[src/rtl/wiener_block_burst_serializer.sv]
// wiener_block_burst_serializer
// Buffers Wiener-filtered pixels from an AXI-stream slave in a FIFO and
// replays them as BLOCK_SIZE-pixel write bursts for memory_writer_output.
// Each burst has three parts: a one-cycle start pulse, then SETUP_CYCLES idle
// cycles, then one pixel per accepted wvalid beat. Pops are counted against
// pixels_per_frame, and frame_done pulses once per completed frame.
//
// Optional feature macro: SER_STATS_EN. When it is defined, the block adds
// the burst_count and stall_seen outputs.
//
// Ports:
//   clk, rst_n        clock (rising edge), asynchronous active-low reset
//   pixels_per_frame  pixels per frame; latched while IDLE; 0 disables frame_done
//   s_axis_tdata/tvalid/tready  pixel stream in
//   wvalid            downstream accepted a write-data beat; advances the burst
//   start_write_out   one-cycle burst start pulse
//   data_out          current burst pixel (holds its last value outside BURST)
//   busy              FSM not IDLE
//   frame_done        one-cycle pulse after the last pixel of a frame is popped
//   burst_count       (SER_STATS_EN) saturating count of bursts started
//   stall_seen        (SER_STATS_EN) sticky: wvalid was low during a BURST cycle
module wiener_block_burst_serializer #(
  parameter int DATA_WIDTH   = 32,
  parameter int BLOCK_SIZE   = 8,
  parameter int FIFO_DEPTH   = 16,
  parameter int SETUP_CYCLES = 4
) (
  input  logic                  clk,
  input  logic                  rst_n,
  input  logic [31:0]           pixels_per_frame,
  input  logic [DATA_WIDTH-1:0] s_axis_tdata,
  input  logic                  s_axis_tvalid,
  output logic                  s_axis_tready,
  input  logic                  wvalid,
  output logic                  start_write_out,
  output logic [DATA_WIDTH-1:0] data_out,
  output logic                  busy,
  output logic                  frame_done
`ifdef SER_STATS_EN
  ,
  output logic [31:0]           burst_count,
  output logic                  stall_seen
`endif
);

  localparam int PTR_W  = $clog2(FIFO_DEPTH);
  localparam int CNT_W  = PTR_W + 1;
  localparam int BEAT_W = $clog2(BLOCK_SIZE) + 1;
  localparam int SET_W  = $clog2(SETUP_CYCLES) + 1;

  localparam logic [PTR_W-1:0]  PTR_ONE    = PTR_W'(1);
  localparam logic [CNT_W-1:0]  CNT_ONE    = CNT_W'(1);
  localparam logic [CNT_W-1:0]  BLK_C      = CNT_W'(BLOCK_SIZE);
  localparam logic [CNT_W-1:0]  DEPTH_C    = CNT_W'(FIFO_DEPTH);
  localparam logic [BEAT_W-1:0] BEAT_ONE   = BEAT_W'(1);
  localparam logic [BEAT_W-1:0] BEAT_LAST  = BEAT_W'(BLOCK_SIZE - 1);
  localparam logic [SET_W-1:0]  SET_ONE    = SET_W'(1);
  localparam logic [SET_W-1:0]  SETUP_LOAD = SET_W'(SETUP_CYCLES - 1);

  typedef enum logic [1:0] {IDLE, START, SETUP, BURST} state_t;

  state_t                state;
  logic [DATA_WIDTH-1:0] mem [FIFO_DEPTH];
  logic [PTR_W-1:0]      wr_ptr, rd_ptr;
  logic [CNT_W-1:0]      count, count_next;
  logic                  tready_r;
  logic [SET_W-1:0]      setup_cnt;
  logic [BEAT_W-1:0]     beat_cnt;
  logic                  start_r;
  logic [DATA_WIDTH-1:0] data_hold;
  logic [31:0]           ppf_lat;
  logic [31:0]           frame_cnt;
  logic                  frame_done_r;
  logic                  push, pop;

  // The pointers wrap for free because FIFO_DEPTH is a power of two. BURST is
  // only entered with at least BLOCK_SIZE entries stored, so a pop never
  // underflows.
  assign push = s_axis_tvalid && tready_r;
  assign pop  = (state == BURST) && wvalid;

  always_comb begin
    count_next = count;
    if (push && !pop)      count_next = count + CNT_ONE;
    else if (!push && pop) count_next = count - CNT_ONE;
  end

  // FIFO storage: data only, no reset.
  always_ff @(posedge clk) begin
    if (push) mem[wr_ptr] <= s_axis_tdata;
  end

  // FIFO control. tready is registered from the next occupancy, so it stays
  // low for the whole time reset is asserted.
  always_ff @(posedge clk or negedge rst_n) begin
    if (!rst_n) begin
      wr_ptr   <= '0;
      rd_ptr   <= '0;
      count    <= '0;
      tready_r <= 1'b0;
    end else begin
      if (push) wr_ptr <= wr_ptr + PTR_ONE;
      if (pop)  rd_ptr <= rd_ptr + PTR_ONE;
      count    <= count_next;
      tready_r <= (count_next < DEPTH_C);
    end
  end

  // Burst FSM
  always_ff @(posedge clk or negedge rst_n) begin
    if (!rst_n) begin
      state     <= IDLE;
      setup_cnt <= '0;
      beat_cnt  <= '0;
      start_r   <= 1'b0;
      data_hold <= '0;
    end else begin
      // Follow the head during BURST so data_out keeps the last popped pixel afterwards.
      if (state == BURST) data_hold <= mem[rd_ptr];
      case (state)
        IDLE: begin
          if (count >= BLK_C) begin
            state   <= START;
            start_r <= 1'b1;
          end
        end
        START: begin
          start_r   <= 1'b0;
          setup_cnt <= SETUP_LOAD;
          state     <= SETUP;
        end
        SETUP: begin
          if (setup_cnt == '0) begin
            state    <= BURST;
            beat_cnt <= '0;
          end else begin
            setup_cnt <= setup_cnt - SET_ONE;
          end
        end
        BURST: begin
          if (wvalid) begin
            if (beat_cnt == BEAT_LAST) begin
              state    <= IDLE;
              beat_cnt <= '0;
            end else begin
              beat_cnt <= beat_cnt + BEAT_ONE;
            end
          end
        end
        default: state <= IDLE;
      endcase
    end
  end

  // Frame tracking. pixels_per_frame is latched only while IDLE, so a change
  // mid-burst takes effect at the next burst boundary.
  always_ff @(posedge clk or negedge rst_n) begin
    if (!rst_n) begin
      ppf_lat      <= '0;
      frame_cnt    <= '0;
      frame_done_r <= 1'b0;
    end else begin
      if (state == IDLE) ppf_lat <= pixels_per_frame;
      frame_done_r <= 1'b0;
      if (pop) begin
        if ((ppf_lat != 32'd0) && (frame_cnt == ppf_lat - 32'd1)) begin
          frame_cnt    <= '0;
          frame_done_r <= 1'b1;
        end else begin
          frame_cnt <= frame_cnt + 32'd1;
        end
      end
    end
  end

`ifdef SER_STATS_EN
  always_ff @(posedge clk or negedge rst_n) begin
    if (!rst_n) begin
      burst_count <= '0;
      stall_seen  <= 1'b0;
    end else begin
      if ((state == START) && (burst_count != 32'hFFFF_FFFF))
        burst_count <= burst_count + 32'd1;
      if ((state == BURST) && !wvalid) stall_seen <= 1'b1;
    end
  end
`endif

  assign s_axis_tready   = tready_r;
  assign start_write_out = start_r;
  assign busy            = (state != IDLE);
  assign frame_done      = frame_done_r;
  assign data_out        = (state == BURST) ? mem[rd_ptr] : data_hold;

endmodule

[config.mk]
export PLATFORM = sky130hd
export DESIGN_NAME = wiener_block_burst_serializer
export DESIGN_NICKNAME = d
export VERILOG_FILES = /design/src/rtl/wiener_block_burst_serializer.sv
export SDC_FILE = /design/constraint.sdc
export NUM_CORES = 1
export LEC_CHECK = 0
export BUFFER_PORTS_ARGS = -buffer_cell sky130_fd_sc_hd__buf_2
export CAP_MARGIN = 20
export CORE_MARGIN = 2
export CORE_UTILIZATION = 34
export DETAILED_ROUTE_END_ITERATION = 6
export HOLD_SLACK_MARGIN = 0.15
export PLACE_DENSITY = 0.52
export SLEW_MARGIN = 20
export SYNTH_ARGS = -nofsm -noshare
export SYNTH_HDL_FRONTEND = slang
export SYNTH_SLANG_ARGS = --single-unit
[constraint.sdc]
create_clock -name clk -period 3.5 [get_ports clk]
set_input_delay 0.35 -clock clk [delete_from_list [all_inputs] [get_ports clk]]
set_output_delay 0.35 -clock clk [all_outputs]
set_load 0.005 [all_outputs]
==> run metrics <==
status=finished, final reports clean; post-synthesis register bit count=633; reg2reg setup slack=0.27 ns; Syn Std Cell Area=0.0261 mm²; antenna violations before repair=5; FF+latch area=0.0184 mm²; IO buf count=103; Max-cap violations=0; Final setup viols=0; Slew Viols, Final=0; Area growth syn-to-layout=19.8%; Min Clock Period, post-route=3.25 ns; worst setup margin=0.247 ns; Crit. End Element=primary output; worst slack at placement=0.285 ns; Main synth FF type=edfxtp_1; CTS tree=built; CP Max Fanout=36; post-layout net count=1930; Peak Freq=307 MHz; r2r endpoint=frame_cnt[11]$_DFFE_PN0P_; maximum VDD drop=0.486 mV; Reg clk slew, reported paths=0.06 ns; Avg WL per Cell=20.8 µm; critical path type=reg -> out; EDFF count, synth=512; TritonCTS buffer count=70; grt ovf=0; Post-Synthesis Cells=1619; Mean Syn Cell Area=16.1 µm²; top-area cell type share of the netlist area=59.0%; largest net degree at the start of global routing=83; CP startpoint kind=flop; asr flop ratio synth=19.1%; fillcell total=6895; global-route wire length before repair=92600 µm; share of cells above drive strength 1=21.8%; vias in the first global route=15100; post-route DRC violation count=0; post-route antenna net violation count=0; vias per cell=4.97; most instantiated cells after synthesis=512 x edfxtp_1, 133 x mux2i_1, 121 x dfrtp_1; Crit Reg-Reg Startpoint=ppf_lat[0]$_DFFE_PN0N_; Distinct cells, synth=63; Die Area=0.0789 mm²; Final Cycle Share=92.9%; Initial Util=34.3%; Slew HR=40.5%; multi-input gate area in the final layout=0.00729 mm²; leakage=10.9 nW; clock buffer depth=3; row cnt=101; io pins=104; clock latency on the worst-skew pair=0.62 ns; Final HPWL DP=36100 µm; die width=281 µm; gr usage total=15.6%; core area=0.0759 mm²; R2R cell count=11; drt pass-1 iters=4; Critical Path RT=3.15 ns; DR vias=14500; top cell type by total area after synthesis=edfxtp_1; Final Hold Vio Count=0; Routed WL=60800 µm; Detailed Route Iter0 Violations=906; Hold WC Path Type=in -> async; H-tree level count=3; PwrDens=774 mW/mm²; Worst EP arrival=2.90 ns; Root Driver=clkbuf_16; synth top area cells=edfxtp_1 59%, dfrtp_1 12%, mux4_2 5.5%, mux2i_1 5.1%, mux2_2 2.5%; worst hold margin=0.415 ns; Syn Nets=1708; Worst Skew=0.0393 ns; measured slew at the worst slew-check pin=0.893 ns; count leader, synth=edfxtp_1; RSZ-0062 raised after global routing=false; setup_tns=0 ns; CTS Sinks=633; synth warn=0; sequential share of the synthesized area=70.6%; GP Congestion=0.841; Die Span Y=281 µm
[routing by layer]
layer  part of all wire (%)  vias to the layer above  GRT usage, %  wire length [µm]
met4                    2.4                        4          4.33              1440
met3                    3.6                       94          2.73              2210
met2                     50                      264          26.6             30100
li1                       -                     6740             -                 -
met1                     44                     7447          20.5             27000
met5                  0.043                        -             0                26
[worst max-delay path: stages, from the launching register on]
cell     delay, ns
dfrtp_4       0.64
nand2_2       0.14
buf_4         0.44
nor2_1        0.10
nor2_1        0.09
o21ai_0       0.12
o22ai_1       0.15
a21oi_1       0.11
mux2_2        0.34
buf_2         0.15
[timing repair]
action	in CTS	in global routing
resized for setup	0	0
endpoints found under the hold margin	626	0
setup endpoints to repair	0	1
setup buffers	0	8
hold buffers	67	0
[area by class of cell]
| class | instances | share of cell area, % |
|---|---|---|
| multi-input combinational | 884 | 23.4 |
| antenna | 2 | 0.0160 |
| clock buffer | 110 | 6.54 |
| clock inverter | 15 | 0.829 |
| inverter | 28 | 0.337 |
| timing repair buffer | 224 | 5.84 |
| tap | 1030 | 4.13 |
| sequential | 633 | 59.0 |
[power breakdown]
part           switching, mW  internal (mW)
sequential             0.749           9.20
combinational           3.80           3.15
clock                   2.99           4.27
total                   7.54           16.6
[cell families (layout without fill, tap and decap cells)]
| group | count (synthesis) | after routing | share of synthesized area [%] |
|---|---|---|---|
| other cells | 0 | 2 | 0 |
| xor+xnor | 70 | 70 | 2.35 |
| compound gates | 209 | 209 | 5.02 |
| simple gates | 329 | 329 | 6.33 |
| mux | 255 | 255 | 13.1 |
| fa+ha+maj | 21 | 21 | 1.01 |
| buf+inv | 102 | 377 | 1.58 |
| flops | 633 | 633 | 70.6 |
[stage by stage]
step / power, mW / instances / area [µm²] / util, %
after global placement: 16.9 / 2724 / 28200 / 37.1
after CTS: 24.5 / 2916 / 31100 / 41.0
after global routing: 25.6 / 2926 / 31200 / 41.1
final: 24.2 / 2926 / 31200 / 41.1
after detailed placement: 17.0 / 2724 / 28200 / 37.1
after floorplan: 14.6 / 1619 / 26100 / -
[layout by cell type (no fill, tap or decap), types with 4 or more instances in the layout]
cell           synthesis  routed
edfxtp_1             512     512
mux2i_1              133     133
nor2_1               119     119
dfrtp_1              121     117
buf_2                  3     102
nand2_1               75      74
clkbuf_16              0      71
dlygate4sd3_1          0      67
mux4_2                64      64
o21ai_0               61      61
mux2_2                58      58
a21oi_1               48      48
buf_4                  1      36
xor2_1                35      35
o221ai_1              35      35
xnor2_1               35      35
o22ai_1               33      33
inv_1                 28      28
clkbuf_1              50      27
nand3_1               19      19
ha_1                  21      19
nand4_1               18      18
buf_12                 0      18
nor3_1                14      14
and2_2                 0      12
clkbuf_8               0      12
nor4_1                11      11
nor2b_1                7       7
a31oi_1                7       7
and4_1                 7       7
nor3b_1                5       5
o31ai_1                5       5
and3_2                 0       4
or4_1                  4       4
o211ai_1               4       4
[worst max path at each step]
stage	start	endpoint	slack (ns)	cells after the start
after floorplan	ppf_lat[0]$_DFFE_PN0N_	frame_cnt[27]$_DFFE_PN0P_	0.55	11
after global placement	ppf_lat[0]$_DFFE_PN0N_	frame_cnt[1]$_DFFE_PN0P_	0.33	11
after detailed placement	ppf_lat[0]$_DFFE_PN0N_	frame_cnt[1]$_DFFE_PN0P_	0.29	11
after CTS	rd_ptr[0]$_DFFE_PN0P_	data_out[11]	0.09	6
after global routing	rd_ptr[1]$_DFFE_PN0P_	data_out[23]	0.01	9
final	rd_ptr[1]$_DFFE_PN0P_	data_out[2]	0.25	9
[registers in the layout, summed over array words and instances, names as in the netlist]
register         count
s_axis_tready        1
data_hold           32
state                2
mem                512
setup_cnt            3
beat_cnt             4
rd_ptr               4
count                5
wr_ptr               4
frame_cnt           32
ppf_lat             32
start_write_out      1
frame_done           1
Power figures use the tool's default switching activity.
